**src/rtl/accumulator_bank_array.sv**
```systemverilog
// accumulator_bank_array: double-buffered packed-lane accumulator banks with a valid/ready drain port.
// Define ACC_SATURATE_EN to clamp lane sums instead of wrapping.
module accumulator_bank_array #(
    parameter int BANK_COUNT = 4,
    parameter int DEPTH      = 8,
    parameter int ACC_WIDTH  = 16
) (
    input  logic                                          clk,
    input  logic                                          reset,
    input  logic [1:0]                                    mode,
    input  logic [BANK_COUNT-1:0]                         acc_valid,
    input  logic [BANK_COUNT*$clog2(DEPTH)-1:0]           acc_addr,
    input  logic [BANK_COUNT*ACC_WIDTH-1:0]               acc_data,
    input  logic                                          swap_req,
    output logic                                          swap_ack,
    output logic                                          drain_valid,
    input  logic                                          drain_ready,
    output logic [ACC_WIDTH-1:0]                          drain_data,
    output logic [(BANK_COUNT > 1 ? $clog2(BANK_COUNT) : 1)-1:0] drain_bank,
    output logic [$clog2(DEPTH)-1:0]                      drain_addr,
    output logic                                          drain_last,
    output logic                                          busy
);
    localparam int AW = $clog2(DEPTH);
    localparam int BW = BANK_COUNT > 1 ? $clog2(BANK_COUNT) : 1;
    localparam int H  = ACC_WIDTH / 2;
    localparam int Q  = ACC_WIDTH / 4;

    typedef enum logic {IDLE, DRAIN} state_t;

    function automatic logic lane_lsb(input int i, input logic [1:0] m);
        return i == 0 || (m == 2'b01 && i % H == 0) || (m == 2'b10 && i % Q == 0);
    endfunction

    // Ripple add with the carry killed at every lane boundary.
    function automatic logic [ACC_WIDTH-1:0] lane_add(input logic [ACC_WIDTH-1:0] a,
                                                      input logic [ACC_WIDTH-1:0] b,
                                                      input logic [1:0] m);
        logic [ACC_WIDTH-1:0] r;
        logic c;
`ifdef ACC_SATURATE_EN
        int s;
        s = 0;
`endif
        r = '0;
        c = 1'b0;
        for (int i = 0; i < ACC_WIDTH; i++) begin
            if (lane_lsb(i, m)) c = 1'b0;
            r[i] = a[i] ^ b[i] ^ c;
            c = (a[i] & b[i]) | (c & (a[i] ^ b[i]));
`ifdef ACC_SATURATE_EN
            if (lane_lsb(i, m)) s = i;
            if ((i == ACC_WIDTH - 1 || lane_lsb(i + 1, m)) && a[i] == b[i] && r[i] != a[i])
                for (int j = 0; j < ACC_WIDTH; j++)
                    if (j >= s && j <= i) r[j] = (j == i) ? a[i] : ~a[i];
`endif
        end
        return r;
    endfunction

    logic [ACC_WIDTH-1:0] r_mem [2][BANK_COUNT][DEPTH];
    logic                 r_front;
    logic [1:0]           r_mode;
    state_t               r_state, w_next;
    logic [BANK_COUNT-1:0] r_s1_v, r_s2_v;
    logic [AW-1:0]        r_s1_addr [BANK_COUNT];
    logic [AW-1:0]        r_s2_addr [BANK_COUNT];
    logic [ACC_WIDTH-1:0] r_s1_data [BANK_COUNT];
    logic [ACC_WIDTH-1:0] r_s2_data [BANK_COUNT];
    logic [ACC_WIDTH-1:0] r_s2_old  [BANK_COUNT];
    logic [ACC_WIDTH-1:0] w_sum     [BANK_COUNT];
    logic [ACC_WIDTH-1:0] w_old     [BANK_COUNT];
    logic [BW-1:0]        r_dbank;
    logic [AW-1:0]        r_daddr;
    logic                 w_swap, w_hs, w_end;

    assign w_end  = r_dbank == BW'(BANK_COUNT - 1) && r_daddr == AW'(DEPTH - 1);
    assign w_hs   = r_state == DRAIN && drain_ready;
    assign w_swap = !reset && swap_req && r_state == IDLE && !(|r_s1_v) && !(|r_s2_v) && !(|acc_valid);

    // S1 reads the front entry, taking the in-flight S2 result when addresses collide.
    always_comb begin
        for (int b = 0; b < BANK_COUNT; b++) begin
            w_sum[b] = lane_add(r_s2_old[b], r_s2_data[b], r_mode);
            w_old[b] = (r_s2_v[b] && r_s2_addr[b] == r_s1_addr[b]) ? w_sum[b] : r_mem[r_front][b][r_s1_addr[b]];
        end
    end

    always_ff @(posedge clk) begin
        if (reset) begin
            r_front <= 1'b0;
            r_mode  <= 2'b00;
            r_s1_v  <= '0;
            r_s2_v  <= '0;
            r_dbank <= '0;
            r_daddr <= '0;
            for (int f = 0; f < 2; f++)
                for (int b = 0; b < BANK_COUNT; b++)
                    for (int a = 0; a < DEPTH; a++)
                        r_mem[f][b][a] <= '0;
        end else begin
            r_s1_v <= acc_valid;
            r_s2_v <= r_s1_v;
            for (int b = 0; b < BANK_COUNT; b++) begin
                r_s1_addr[b] <= acc_addr[b*AW +: AW];
                r_s1_data[b] <= acc_data[b*ACC_WIDTH +: ACC_WIDTH];
                r_s2_addr[b] <= r_s1_addr[b];
                r_s2_data[b] <= r_s1_data[b];
                r_s2_old[b]  <= w_old[b];
                if (r_s2_v[b]) r_mem[r_front][b][r_s2_addr[b]] <= w_sum[b];
            end
            if (w_swap) begin
                r_front <= ~r_front;
                r_mode  <= mode;
                r_dbank <= '0;
                r_daddr <= '0;
            end
            if (w_hs) begin
                r_mem[~r_front][r_dbank][r_daddr] <= '0;
                r_daddr <= r_daddr + 1'b1;
                r_dbank <= w_end ? '0 : r_dbank + BW'(r_daddr == AW'(DEPTH - 1));
            end
        end
    end

    always_ff @(posedge clk) begin
        r_state <= reset ? IDLE : w_next;
    end

    always_comb begin
        w_next = (r_state == IDLE) ? (w_swap ? DRAIN : IDLE) : ((w_hs && w_end) ? IDLE : DRAIN);
    end

    always_comb begin
        swap_ack    = w_swap;
        drain_valid = r_state == DRAIN;
        drain_data  = drain_valid ? r_mem[~r_front][r_dbank][r_daddr] : '0;
        drain_bank  = r_dbank;
        drain_addr  = r_daddr;
        drain_last  = drain_valid && w_end;
        busy        = drain_valid || (|r_s1_v) || (|r_s2_v);
    end
endmodule
```
**config.mk**
```make
export PLATFORM = sky130hd
export DESIGN_NAME = accumulator_bank_array
export DESIGN_NICKNAME = d
export VERILOG_FILES = /design/src/rtl/accumulator_bank_array.sv
export SDC_FILE = /design/constraint.sdc
export NUM_CORES = 2
export LEC_CHECK = 0
export ABC_AREA = 0
export BUFFER_PORTS_ARGS = -buffer_cell sky130_fd_sc_hd__buf_4
export CAP_MARGIN = 10
export CORE_ASPECT_RATIO = 1.5
export CORE_UTILIZATION = 35
export DETAILED_ROUTE_END_ITERATION = 7
export PLACE_DENSITY = 0.58
export SLEW_MARGIN = 20
export SYNTH_ARGS = -nofsm -noshare
export SYNTH_HDL_FRONTEND = slang
export SYNTH_SLANG_ARGS = --single-unit
```
**constraint.sdc**
```tcl
create_clock -name clk -period 13.7 [get_ports clk]
set_clock_uncertainty 0.2 [all_clocks]
set_input_delay 0.685 -clock clk [delete_from_list [all_inputs] [get_ports clk]]
set_output_delay 0.685 -clock clk [all_outputs]
set_load 0.005 [all_outputs]
```
==> results <==
- During synthesis, Yosys emitted a total of 0 warnings.
- The post-synthesis cell count is 6338.
- Yosys mapped a number of flops with a built-in enable equal to approximately 220.
- The number of buffers created by CTS is 131.
- The initial cell density of the core is about a third.
- Summed over all nets, the switching power comes to 2.55 mW.
- Internal power comes to between 6 and 7 mW.
- The wire length per cell after detailed routing is 32.5 µm.
- The ratio of total power to cell area is 127 nW/µm².
- The clock latency on the worst-skew pair is approximately 0.83 ns.
- Dividing the synthesized area by the synthesized cell count gives approximately 10 µm².
- The y dimension of the die is ~520 µm.
- The initial antenna violation count is 13.
- For this design, the sink count on the clock tree is 1258.
- The number of input and output port buffers inserted is between 100 and 150.
- TritonCTS built the clock tree.
- Headroom to the max-slew limit came out at around 15%.
- The register-to-register setup slack is approximately 5.2 ns.
- The total wire length after detailed routing is roughly 280000 µm.
- The data arrival at the endpoint of the critical path is a little over 9 ns.
- The final count of pins violating max slew was 0.
- The count of state elements after synthesis is about 1300.
- The share of cells above drive strength 1 is between 10% and 20%.
- The share of the cycle needed by the critical path after routing is between 60% and 70%.
- The proportion of power drawn by flip-flops and latches is between 40% and 50%.
- The die is ~350 µm wide.
- In this run the static leakage power is about 25 nW.
- The number of setup violations in the final report is 0.
- The critical path in this run is classified as flop to flop.
- The number of cells on the worst hold path is 3.
- In this run switching power makes up between 20% and 30% of total power.
- Across all layers, the routed design uses about 55000 vias.
- At the end of routability-driven placement, the weighted congestion stood at around 1.
- The most area-hungry cell type in the Yosys netlist is sky130_fd_sc_hd__dfxtp_1.
- The count of endpoints failing hold in the final timing report was 0.
- The worst register-to-register path begins at r_s2_data[1][0].
- The post-synth net total is roughly 6500.
- By area the synthesized netlist is led by sky130_fd_sc_hd__dfxtp_1 33%, sky130_fd_sc_hd__mux4_2 20%, sky130_fd_sc_hd__edfxtp_1 10%, sky130_fd_sc_hd__nand2_1 7.7%, sky130_fd_sc_hd__a21oi_1 7.2%.
- The post-layout minimum cycle time is ~8.5 ns.
- Along the worst path, the maximum fanout reaches 10.
- The type of destination of the critical path is a flop.
- The die area is 182000 µm².
- The post-DP HPWL is around 200000 µm.
- The largest vdd supply drop is around 0.00012 V.
- In this run the remaining antenna-violating nets after routing total 0.
- Counting the fill cells in the layout gives about 17000.
- Setup repair after global routing left no endpoint under its margin.
- The final-layout worst hold slack is 0.118 ns.
- The global-route total usage across every layer is a little under a third.
- The total iterations of the first detailed-routing run is 6.
- The count of H-tree levels built during CTS is 4.
- The area growth from synthesis to final layout is 12.1%.
- The first global-routing pass estimated 398000 µm of wire.
- In this run the post-CTS setup repair buffer count came out at 0.
- The post-layout net count is 6382.
- Entering global routing, the biggest net connects around 160 pins.
- The total of max-cap violations is 0.
- The first routing iteration left ~7100 violations.
- Of the post-synthesis cell area, the dominant cell type holds 33.0%.
- The path with the worst hold slack has its endpoint at r_mode[1].
- For the pin with the worst max-slew slack, the measured transition is approximately 1.3 ns.
- The worst reg2reg path depth is 26.
- The worst hold path begins at mode[1].
- The sequential cell area fraction in the yosys report is 43.3%.
- The global route total overflow is 0.
- The kind of start point of the critical path is a flop.
- By count the netlist is led by 1290 x sky130_fd_sc_hd__nand2_1, 1042 x sky130_fd_sc_hd__dfxtp_1, 909 x sky130_fd_sc_hd__a21oi_1.
- The clock network fraction of total power is between 40% and 50%.
- The type of the tightest min-delay check is input pin to flop.
- By instance count, the leading cell after synthesis is sky130_fd_sc_hd__nand2_1.
- The cell area after technology mapping is ~63000 µm².
- The netlist uses 56 different library cells.
- The cell chosen for the clock root is sky130_fd_sc_hd__clkbuf_16.
- The capture instance of the worst register-to-register path is r_mem[1][303].
- The number of placement rows is 190.
- Combinational logic burns 12.2% of the power.
- Setup total negative slack on the finished layout was measured at 0 ns.
- The placeable core region is around 180000 µm².
- The via count of the first global-routing pass is about 53000.
- The final routed DRC violation total is 0.
- The flow ran to the end, and the final reports show no timing, DRC or antenna violations.
- The most used flip-flop cell after synthesis is sky130_fd_sc_hd__dfxtp_1.
- In the synthesized netlist the async set-or-reset flop fraction comes to 0%.
- The timing-limited maximum frequency is about 120 MHz.
- The clock transition time at the flip-flop clock pins of the worst setup and hold paths is approximately 0.07 ns.
- Data on the critical path is required at its endpoint by approximately 14 ns.
- The routed via count divided by cell count is between 6 and 7.
- The number of buffers between clock root and the deepest sink is 3.
- ~110 I/O pins were placed.
## kinds of logic (layout without fill, tap and decap cells)
| group | count (synthesis) | count (layout) | synth area share [%] |
|---|---|---|---|
| other | 0 | 7 | 0 |
| AND/OR/NAND/NOR | 2451 | 2451 | 16.6 |
| AO/OA/AOI/OAI | 1261 | 1261 | 11.6 |
| adder cells (fa/ha/maj) | 64 | 64 | 1.93 |
| flip-flops | 1258 | 1258 | 43.3 |
| XOR/XNOR | 21 | 21 | 0.291 |
| buffers and inverters | 651 | 655 | 4.89 |
| multiplexers | 632 | 632 | 21.4 |
## registers in the layout, indices dropped and copies added, names as in the netlist, named ones only
name	count
r_s1_addr	12
r_s2_data	64
drain_valid	1
r_mem	1024
drain_addr	3
r_s2_addr	12
r_s2_v	4
r_front	1
drain_bank	2
r_s1_data	64
r_s2_old	64
r_s1_v	4
r_mode	2
## what timing repair did
| action | in CTS | in global routing |
|---|---|---|
| hold endpoints to repair | 80 | 0 |
| hold buffers | 80 | 0 |
| resized for setup | 0 | 0 |
## power by group through the flow
stage	combinational [mW]	clock, mW	sequential [mW]
after floorplan	0.688	0	4.15
after global placement	1.03	0	4.23
after detailed placement	1.04	0	4.24
after CTS	1.06	3.73	4.15
after global routing	1.13	3.86	4.18
final	1.09	3.71	4.17
## metal layers
metal | routed length [µm] | vias up | GRT usage [%]
met1 | 94900 | 27100 | 34.5
met3 | 28400 | 1389 | 6.76
met4 | 30200 | 14 | 27.7
met5 | 138 | - | 0.212
li1 | - | 22600 | -
met2 | 130000 | 4104 | 48.7
## worst max-delay path, cell delays in order (launching register included)
cell and delay (ns):
sky130_fd_sc_hd__edfxtp_1 0.36, sky130_fd_sc_hd__ha_1 0.22, sky130_fd_sc_hd__fa_1 0.45, sky130_fd_sc_hd__fa_1 0.43, sky130_fd_sc_hd__inv_1 0.26, sky130_fd_sc_hd__fa_1 0.23, sky130_fd_sc_hd__nor2_1 0.06, sky130_fd_sc_hd__fa_1 0.48
sky130_fd_sc_hd__fa_1 0.54, sky130_fd_sc_hd__fa_1 0.44, sky130_fd_sc_hd__inv_1 0.18, sky130_fd_sc_hd__fa_1 0.23, sky130_fd_sc_hd__nor2b_1 0.07, sky130_fd_sc_hd__fa_1 0.45, sky130_fd_sc_hd__fa_1 0.48, sky130_fd_sc_hd__fa_1 0.43
sky130_fd_sc_hd__inv_1 0.09, sky130_fd_sc_hd__fa_1 0.16, sky130_fd_sc_hd__or2_2 0.11, sky130_fd_sc_hd__fa_1 0.17, sky130_fd_sc_hd__inv_1 0.06, sky130_fd_sc_hd__fa_1 0.48, sky130_fd_sc_hd__fa_1 0.46, sky130_fd_sc_hd__xnor2_1 0.62
sky130_fd_sc_hd__and2_0 0.51, sky130_fd_sc_hd__nand2_1 0.11, sky130_fd_sc_hd__a21oi_1 0.15
## worst max path at each step
stage / from / to / depth (start not counted)
after floorplan: reset / drain_valid / 5
after global placement: r_s2_data[3][0] / r_mem[1][79] / 25
after detailed placement: r_s2_data[3][0] / r_mem[1][63] / 25
after CTS: r_s2_data[3][0] / r_mem[1][63] / 25
after global routing: r_s2_old[1][0] / r_mem[1][335] / 26
final: r_s2_data[1][0] / r_mem[1][303] / 26
## placed cells by master, fill, tap and decap left out, types with 15 or more instances in the layout
master | netlist | routed
sky130_fd_sc_hd__edfxtp_1 | 216 | 216
sky130_fd_sc_hd__and2_1 | 18 | 17
sky130_fd_sc_hd__clkbuf_16 | 0 | 136
sky130_fd_sc_hd__clkbuf_1 | 283 | 30
sky130_fd_sc_hd__buf_4 | 26 | 280
sky130_fd_sc_hd__mux2_2 | 49 | 49
sky130_fd_sc_hd__a31oi_1 | 123 | 123
sky130_fd_sc_hd__nand3_1 | 401 | 398
sky130_fd_sc_hd__a22oi_1 | 117 | 117
sky130_fd_sc_hd__o21ai_0 | 16 | 16
sky130_fd_sc_hd__dlygate4sd3_1 | 0 | 80
sky130_fd_sc_hd__mux4_2 | 570 | 570
sky130_fd_sc_hd__dfxtp_1 | 1042 | 1039
sky130_fd_sc_hd__inv_1 | 48 | 48
sky130_fd_sc_hd__clkinv_2 | 0 | 27
sky130_fd_sc_hd__and3_1 | 137 | 137
sky130_fd_sc_hd__o21a_1 | 36 | 35
sky130_fd_sc_hd__nor3_1 | 18 | 15
sky130_fd_sc_hd__nor2_1 | 475 | 440
sky130_fd_sc_hd__fa_1 | 56 | 56
sky130_fd_sc_hd__a21oi_1 | 909 | 909
sky130_fd_sc_hd__clkbuf_8 | 0 | 23
sky130_fd_sc_hd__o21ai_4 | 31 | 31
sky130_fd_sc_hd__nor2_2 | 1 | 34
sky130_fd_sc_hd__nand4_1 | 31 | 31
sky130_fd_sc_hd__xnor2_1 | 21 | 21
sky130_fd_sc_hd__nor2b_1 | 23 | 20
sky130_fd_sc_hd__nand2_1 | 1290 | 1285
## through the flow
stage          instances  instance area (µm²)  setup WS [ns]  total power, mW  utilization (%)
2_1_floorplan       6338                63200           5.11             4.84                -
3_3_place_gp        8419                65600           5.19             5.26             36.7
3_5_place_dp        8419                65600           5.22             5.28             36.7
4_1_cts             8742                70800           5.22             8.95             39.5
5_1_grt             8745                70800           4.83             9.17             39.5
6_report            8749                70800           5.20             8.97             39.5
## area by class of cell
cell class / instances / area [µm²] / share of cell area, %
Clock inverter: 51 / 467 / 0.659
Inverter: 50 / 195 / 0.276
Timing Repair Buffer: 362 / 2940 / 4.16
Clock buffer: 192 / 3850 / 5.44
Sequential cell: 1258 / 27400 / 38.6
Antenna cell: 7 / 17.5 / 0.0247
Tap cell: 2400 / 3000 / 4.24
Multi-Input combinational cell: 4429 / 33000 / 46.6
(Power assumes the default switching activity.)
